==> src/rtl/aoc_uart_pkg.sv <==
// aoc_uart_pkg: FSM states, ASCII codes and UART defaults shared by the score reporter.
package aoc_uart_pkg;
  typedef enum logic [1:0] {IDLE, CONV, SKIP, SEND} state_e;
  localparam logic [7:0] ASCII_ZERO = 8'h30;
  localparam logic [7:0] ASCII_CR   = 8'h0D;
  localparam logic [7:0] ASCII_LF   = 8'h0A;
  localparam int DEFAULT_CLKS_PER_BIT = 217;
  // floor(w*log10(2))+1: decimal digits of the largest w-bit unsigned value
  function automatic int num_digits(input int w);
    return ((w * 1233) >>> 12) + 1;
  endfunction
endpackage

==> src/rtl/uart_tx_byte.sv <==
// uart_tx_byte: 8N1 byte serialiser; ready is high when idle or in the final stop-bit cycle,
// so a load in that cycle starts the next start bit with no idle gap.
module uart_tx_byte
  import aoc_uart_pkg::*;
#(
  parameter int CLKS_PER_BIT = DEFAULT_CLKS_PER_BIT
) (
  input  logic       clk,
  input  logic       rst_n,
  input  logic       load,
  input  logic [7:0] data,
  output logic       tx,
  output logic       ready
);
  localparam int CW = $clog2(CLKS_PER_BIT);
  localparam logic [CW-1:0] C_LAST = CW'(CLKS_PER_BIT - 1);
  logic [9:0] sh_q, sh_d;
  logic [3:0] bit_q, bit_d;
  logic [CW-1:0] cnt_q, cnt_d;
  logic act_q, act_d;
  logic end_bit;
  assign end_bit = cnt_q == C_LAST;
  assign ready   = !act_q || (end_bit && bit_q == 4'd9);
  assign tx      = sh_q[0];
  always_comb begin
    sh_d  = sh_q;
    bit_d = bit_q;
    cnt_d = cnt_q;
    act_d = act_q;
    if (act_q) begin
      cnt_d = end_bit ? '0 : cnt_q + 1'b1;
      if (end_bit) begin
        sh_d  = {1'b1, sh_q[9:1]};
        bit_d = bit_q + 4'd1;
      end
    end
    if (ready) begin
      act_d = load;
      cnt_d = '0;
      bit_d = '0;
      sh_d  = load ? {1'b1, data, 1'b0} : '1;
    end
  end
  always_ff @(posedge clk or negedge rst_n) begin
    if (!rst_n) begin
      sh_q  <= '1;
      bit_q <= '0;
      cnt_q <= '0;
      act_q <= 1'b0;
    end else begin
      sh_q  <= sh_d;
      bit_q <= bit_d;
      cnt_q <= cnt_d;
      act_q <= act_d;
    end
  end
endmodule

==> src/rtl/score_uart_tx.sv <==
// score_uart_tx: latches a score, converts it to decimal ASCII (leading zeros dropped) and sends it 8N1.
// Define SCORE_TX_CRLF_EN to append CR LF after the digits.
module score_uart_tx
  import aoc_uart_pkg::*;
#(
  parameter int WIDTH        = 32,
  parameter int CLKS_PER_BIT = DEFAULT_CLKS_PER_BIT
) (
  input  logic             clk,
  input  logic             rst_n,
  input  logic [WIDTH-1:0] score,
  input  logic             score_valid,
  output logic             tx,
  output logic             busy,
  output logic             done
);
  localparam int ND = num_digits(WIDTH);
  localparam int BW = 4 * ND;
  localparam int IW = $clog2(WIDTH + 1);
  localparam int DW = $clog2(ND + 1);
  localparam logic [IW-1:0] IT_LAST  = IW'(WIDTH - 1);
  localparam logic [DW-1:0] DIG_LAST = DW'(ND - 1);
`ifdef SCORE_TX_CRLF_EN
  localparam logic [1:0] TAIL_N = 2'd2;
`else
  localparam logic [1:0] TAIL_N = 2'd0;
`endif
  state_e state_q, state_d;
  logic [WIDTH-1:0] bin_q, bin_d;
  logic [BW-1:0] bcd_q, bcd_d, adj;
  logic [IW-1:0] it_q, it_d;
  logic [DW-1:0] dig_q, dig_d;
  logic [1:0] tail_q, tail_d;
  logic load, ready;
  logic [7:0] data;
  logic [3:0] top;
  // digits are consumed from the top nibble; dig_q counts digits still to send
  assign top  = bcd_q[BW-1 -: 4];
  assign busy = state_q != IDLE;
  always_comb begin
    state_d = state_q;
    bin_d   = bin_q;
    bcd_d   = bcd_q;
    it_d    = it_q;
    dig_d   = dig_q;
    tail_d  = tail_q;
    load    = 1'b0;
    done    = 1'b0;
    data    = ASCII_ZERO | {4'h0, top};
    adj     = bcd_q;
    for (int i = 0; i < ND; i++)
      if (bcd_q[4*i +: 4] >= 4'd5) adj[4*i +: 4] = bcd_q[4*i +: 4] + 4'd3;
    case (state_q)
      IDLE: if (score_valid) begin
        state_d = CONV;
        bin_d   = score;
        bcd_d   = '0;
        it_d    = '0;
        tail_d  = '0;
      end
      CONV: begin
        {bcd_d, bin_d} = {adj, bin_q} << 1;
        it_d = it_q + 1'b1;
        if (it_q == IT_LAST) begin
          state_d = SKIP;
          dig_d   = DIG_LAST;
        end
      end
      SKIP: begin
        bcd_d = bcd_q << 4;
        if (top != 4'd0 || dig_q == '0) begin
          load    = 1'b1;
          state_d = SEND;
        end else dig_d = dig_q - 1'b1;
      end
      SEND: if (ready) begin
        if (dig_q != '0) begin
          load  = 1'b1;
          bcd_d = bcd_q << 4;
          dig_d = dig_q - 1'b1;
        end else if (tail_q != TAIL_N) begin
          load   = 1'b1;
          data   = (tail_q == 2'd0) ? ASCII_CR : ASCII_LF;
          tail_d = tail_q + 2'd1;
        end else begin
          done    = 1'b1;
          state_d = IDLE;
        end
      end
      default: state_d = IDLE;
    endcase
  end
  always_ff @(posedge clk or negedge rst_n) begin
    if (!rst_n) begin
      state_q <= IDLE;
      bin_q   <= '0;
      bcd_q   <= '0;
      it_q    <= '0;
      dig_q   <= '0;
      tail_q  <= '0;
    end else begin
      state_q <= state_d;
      bin_q   <= bin_d;
      bcd_q   <= bcd_d;
      it_q    <= it_d;
      dig_q   <= dig_d;
      tail_q  <= tail_d;
    end
  end
  uart_tx_byte #(.CLKS_PER_BIT(CLKS_PER_BIT)) u_tx (
    .clk  (clk),
    .rst_n(rst_n),
    .load (load),
    .data (data),
    .tx   (tx),
    .ready(ready)
  );
endmodule

==> config.mk <==
export PLATFORM = sky130hd
export DESIGN_NAME = score_uart_tx
export DESIGN_NICKNAME = d
export VERILOG_FILES = /design/src/rtl/aoc_uart_pkg.sv /design/src/rtl/uart_tx_byte.sv /design/src/rtl/score_uart_tx.sv
export SDC_FILE = /design/constraint.sdc
export NUM_CORES = 1
export LEC_CHECK = 0
export BUFFER_PORTS_ARGS = -buffer_cell sky130_fd_sc_hd__clkbuf_2
export CORE_AREA = 10 10 113 115
export CTS_CLUSTER_DIAMETER = 100
export CTS_CLUSTER_SIZE = 14
export DETAILED_ROUTE_END_ITERATION = 16
export DIE_AREA = 0 0 123 125
export GPL_ROUTABILITY_DRIVEN = 0
export PLACE_DENSITY_LB_ADDON = 0.1
export SLEW_MARGIN = 15
export SYNTH_ARGS = -nofsm -noshare
export SYNTH_HDL_FRONTEND = slang
export SYNTH_HIERARCHICAL = 1
export SYNTH_SLANG_ARGS = --single-unit
==> constraint.sdc <==
create_clock -name clk -period 4.5 [get_ports clk]
set_input_delay 1.125 -clock clk [delete_from_list [all_inputs] [get_ports clk]]
set_output_delay 1.125 -clock clk [all_outputs]
set_load 0.01 [all_outputs]
==> impl_results.md <==
- Count of final hold-check violations: 0
- Post-layout total power: 1.588 mW
- Max-cap violation count: 0
- Sequential fraction of the synthesis area: 44.04%
- Largest fanout on the critical path: 27
- RSZ-0062 raised after global routing: no
- Terminus of the critical flop-to-flop path: bcd_q[17]
- Max_slew headroom: 37.72%
- Parity-gate share of the synthesized area counting xor and xnor cells: 2.132%
- Clock root buffer: sky130_fd_sc_hd__clkbuf_8
- Actual slew at the worst max-slew pin: 930.8 ps
- Period utilisation layout: 74.51%
- Worst slack on hold paths: 488.5 ps
- Router iterations before antenna repair: 4
- Chip Width: 123 um
- Post-CTS setup-driven buffer insertion count: 0
- Core Footprint: 10600 um2
- Setup-failing EPs final: 0
- Launch point of the critical path: u_tx/cnt_q[1]
- Pin count of the biggest net entering global routing: 49
- Clock input transition at the sequential cells of the worst setup and hold paths: 100 ps
- Source-to-sink clock delay at the later pin of the worst-skew pair: 380 ps
- HPWL after detailed placement: 8776 um
- Final design instance area without fill: 6625 um2
- Fraction of synthesized area in multiplexers: 6.518%
- Static Leakage: 2.928 nW
- Shortest period the worst path allows: 3353 ps
- Layout Skew: 12.04 ps
- Number of buffers inserted during clock tree synthesis: 9
- Starting Density: 58.12%
- Die ar.: 15380 um2
- Most common cell after layout, fill and taps aside: sky130_fd_sc_hd__dfrtp_1
- Average routed wire per standard cell: 15.56 um
- Area of the mapped netlist: 6162 um2
- Most used cells in the layout excluding fill and tap cells: 99 x sky130_fd_sc_hd__dfrtp_1, 79 x sky130_fd_sc_hd__o21ai_0, 75 x sky130_fd_sc_hd__nand2_1
- Post-synthesis average cell area: 9.583 um2
- Number of cells in the finished layout apart from fillers: 815
- Standard-cell rows: 38
- Fraction of layout instances using a drive strength above 1: 13.04%
- Cell count of the worst reg-to-reg path: 13
- Number of gates resized after CTS: 0
- Drt initial violations: 321
- End of the critical path: done
- Vias in the first global route: 4718
- Compound-cell area share of the yosys netlist: 19.19%
- Grt ovf: 0
- Maximum level of the CTS H-tree: 3
- Number of distinct library cells after synthesis: 61
- Overall via count from detail_route: 4678
- Maximum vdd drop: 0.1427 mV
- TritonCTS clock tree: yes
- Result of the run: finished clean
- Signed area change from the synthesized netlist to the final layout: 7.513%
- Endpoint class of the critical path: output port
- Largest buffer count on any clock path: 2
- Number of placed cells counting well taps: 799
- Antenna diode count: 0
- Final-report max-slew violation count: 0
- Hold crit path type: reg -> reg
- CP Data Required Time: 3380 ps
- Number of antenna violations at the first check in global routing: 0
- Number of sinks handled by clock tree synthesis: 108
- Final setup margin: 1147 ps
- Total negative slack: 0 ps
- Wire length of the first global-routing pass: 22110 um
- Area share of and/or/nand/nor cells after synthesis: 16.53%
- Antenna violation net count after detailed routing: 0
- Synthesized-area fraction occupied by adder cells: 6.701%
- Type of element launching the critical path: flip-flop
- Standard cell area after detailed placement: 6436 um2
- Critical path arrival: 2230 ps
- Combinational family with the most area after synthesis: compound AO/OA/AOI/OAI gates
- Detailed-route DRC error count: 0
- Leading register cell type out of synthesis: sky130_fd_sc_hd__dfrtp_1
- Areal power density over the cells: 239.7 nW/um2
- Final standard cell utilization of the core: 62.49%
- Die extent in y: 125 um
- Worst slack at placement: 1379 ps
- Ys async rst share: 100.0%
- Buffers added on ports: 37
- Launch instance of the worst register-to-register path: u_tx/cnt_q[1]
- Overall fraction of global-route tracks in use: 17.15%
- Mapped Cells: 643
- Hold Buf Count CTS: 0
- Critical path type: reg -> out
- Count of flip-flops with a built-in enable after synthesis: 0
- Count of state elements after synthesis: 108
- Number of I/O pins: 38
- Highest attainable clock frequency: 298.2 MHz
- Flop2flop setup slack: 1350 ps
- Avg Vias per Cell: 5.740
- Final #Nets: 738
- Count of synthesis-stage warnings from yosys: 6
- Final WL: 12680 um
[registers in the layout, summed over array words and instances, names as in the netlist]
register    count
bin_q          32
u_tx/sh_q       9
u_tx/act_q      1
bcd_q          40
it_q            6
dig_q           4
u_tx/cnt_q      8
state_q         2
tail_q          2
u_tx/bit_q      4
[per-layer routing]
metal / global-route usage [%] / vias to the layer above / wire length, um / share of wire, %
li1: - / 2344 / - / -
met1: 22.77 / 2273 / 5969 / 47
met2: 27.61 / 49 / 6143 / 48
met3: 3.420 / 12 / 412 / 3.2
met4: 5.209 / 0 / 152 / 1.2
met5: 0 / - / 0 / 0
[cells in the mapped netlist, drive strengths merged, types with 3 or more instances]
master / number / area, um2
o22a: 3 / 27.53
a221o: 19 / 190.2
clkbuf: 18 / 78.82
xnor2: 12 / 105.1
nand4: 3 / 18.77
ha: 33 / 412.9
a22oi: 8 / 60.06
dfrtp: 99 / 2477
dfstp: 9 / 236.5
o21a: 3 / 22.52
nand3: 12 / 60.06
a22o: 7 / 61.31
o22ai: 11 / 68.82
mux2i: 39 / 390.4
and3: 21 / 131.4
a2bb2oi: 9 / 78.83
nor3b: 12 / 95.09
nor3: 9 / 55.05
nand2: 75 / 281.5
xor2: 3 / 26.28
nand2b: 27 / 168.9
inv: 35 / 131.4
nor2: 24 / 100.1
a21oi: 32 / 163.9
buf: 12 / 87.57
o21ai: 81 / 405.4
[cell families after synthesis]
group / count (synthesis)
other: 1
adders and majority gates: 33
and+or+nand+nor: 197
buffers and inverters: 65
AOI/OAI and AO/OA: 184
xor gates and xnor gates: 15
DFF: 108
muxes: 40
[how the worst min path moves through the flow]
| stage | startpoint | cells past startpoint | endpoint | slack, ps |
|---|---|---|---|---|
| 4_1_cts | u_tx/cnt_q[0] | 1 | u_tx/cnt_q[0] | 490 |
| 6_report | u_tx/cnt_q[0] | 1 | u_tx/cnt_q[0] | 490 |
| 2_1_floorplan | bin_q[10] | 2 | bin_q[10] | 450 |
| 5_1_grt | bin_q[18] | 2 | bin_q[18] | 530 |
| 3_3_place_gp | bin_q[5] | 2 | bin_q[5] | 460 |
| 3_5_place_dp | bin_q[7] | 2 | bin_q[7] | 470 |
[critical path, stage by stage, from the launching register on]
cell	delay [ps]
sky130_fd_sc_hd__dfrtp_1	420
sky130_fd_sc_hd__inv_1	70
sky130_fd_sc_hd__ha_1	130
sky130_fd_sc_hd__and3b_1	200
sky130_fd_sc_hd__a21bo_1	120
sky130_fd_sc_hd__buf_4	260
sky130_fd_sc_hd__and2_4	230
sky130_fd_sc_hd__nand2_1	80
sky130_fd_sc_hd__nor2_1	170
sky130_fd_sc_hd__clkbuf_2	160
[report_power, final]
group | internal, mW | switching [mW] | leakage [nW]
Sequential | 0.972 | 0.000485 | 1.35
Combinational | 0.0175 | 0.0269 | 1.48
Clock | 0.235 | 0.337 | 0.0928
[area by class of cell]
| class | count | area (um2) |
|---|---|---|
| Fill cell | 913 | 3978 |
| Multi-Input combinational cell | 471 | 3168 |
| Sequential cell | 108 | 2714 |
| Timing Repair Buffer | 45 | 247.7 |
| Tap cell | 140 | 175.2 |
| Clock buffer | 12 | 155.1 |
| Inverter | 35 | 131.4 |
| Clock inverter | 4 | 33.78 |
Power figures use the tool's default switching activity.
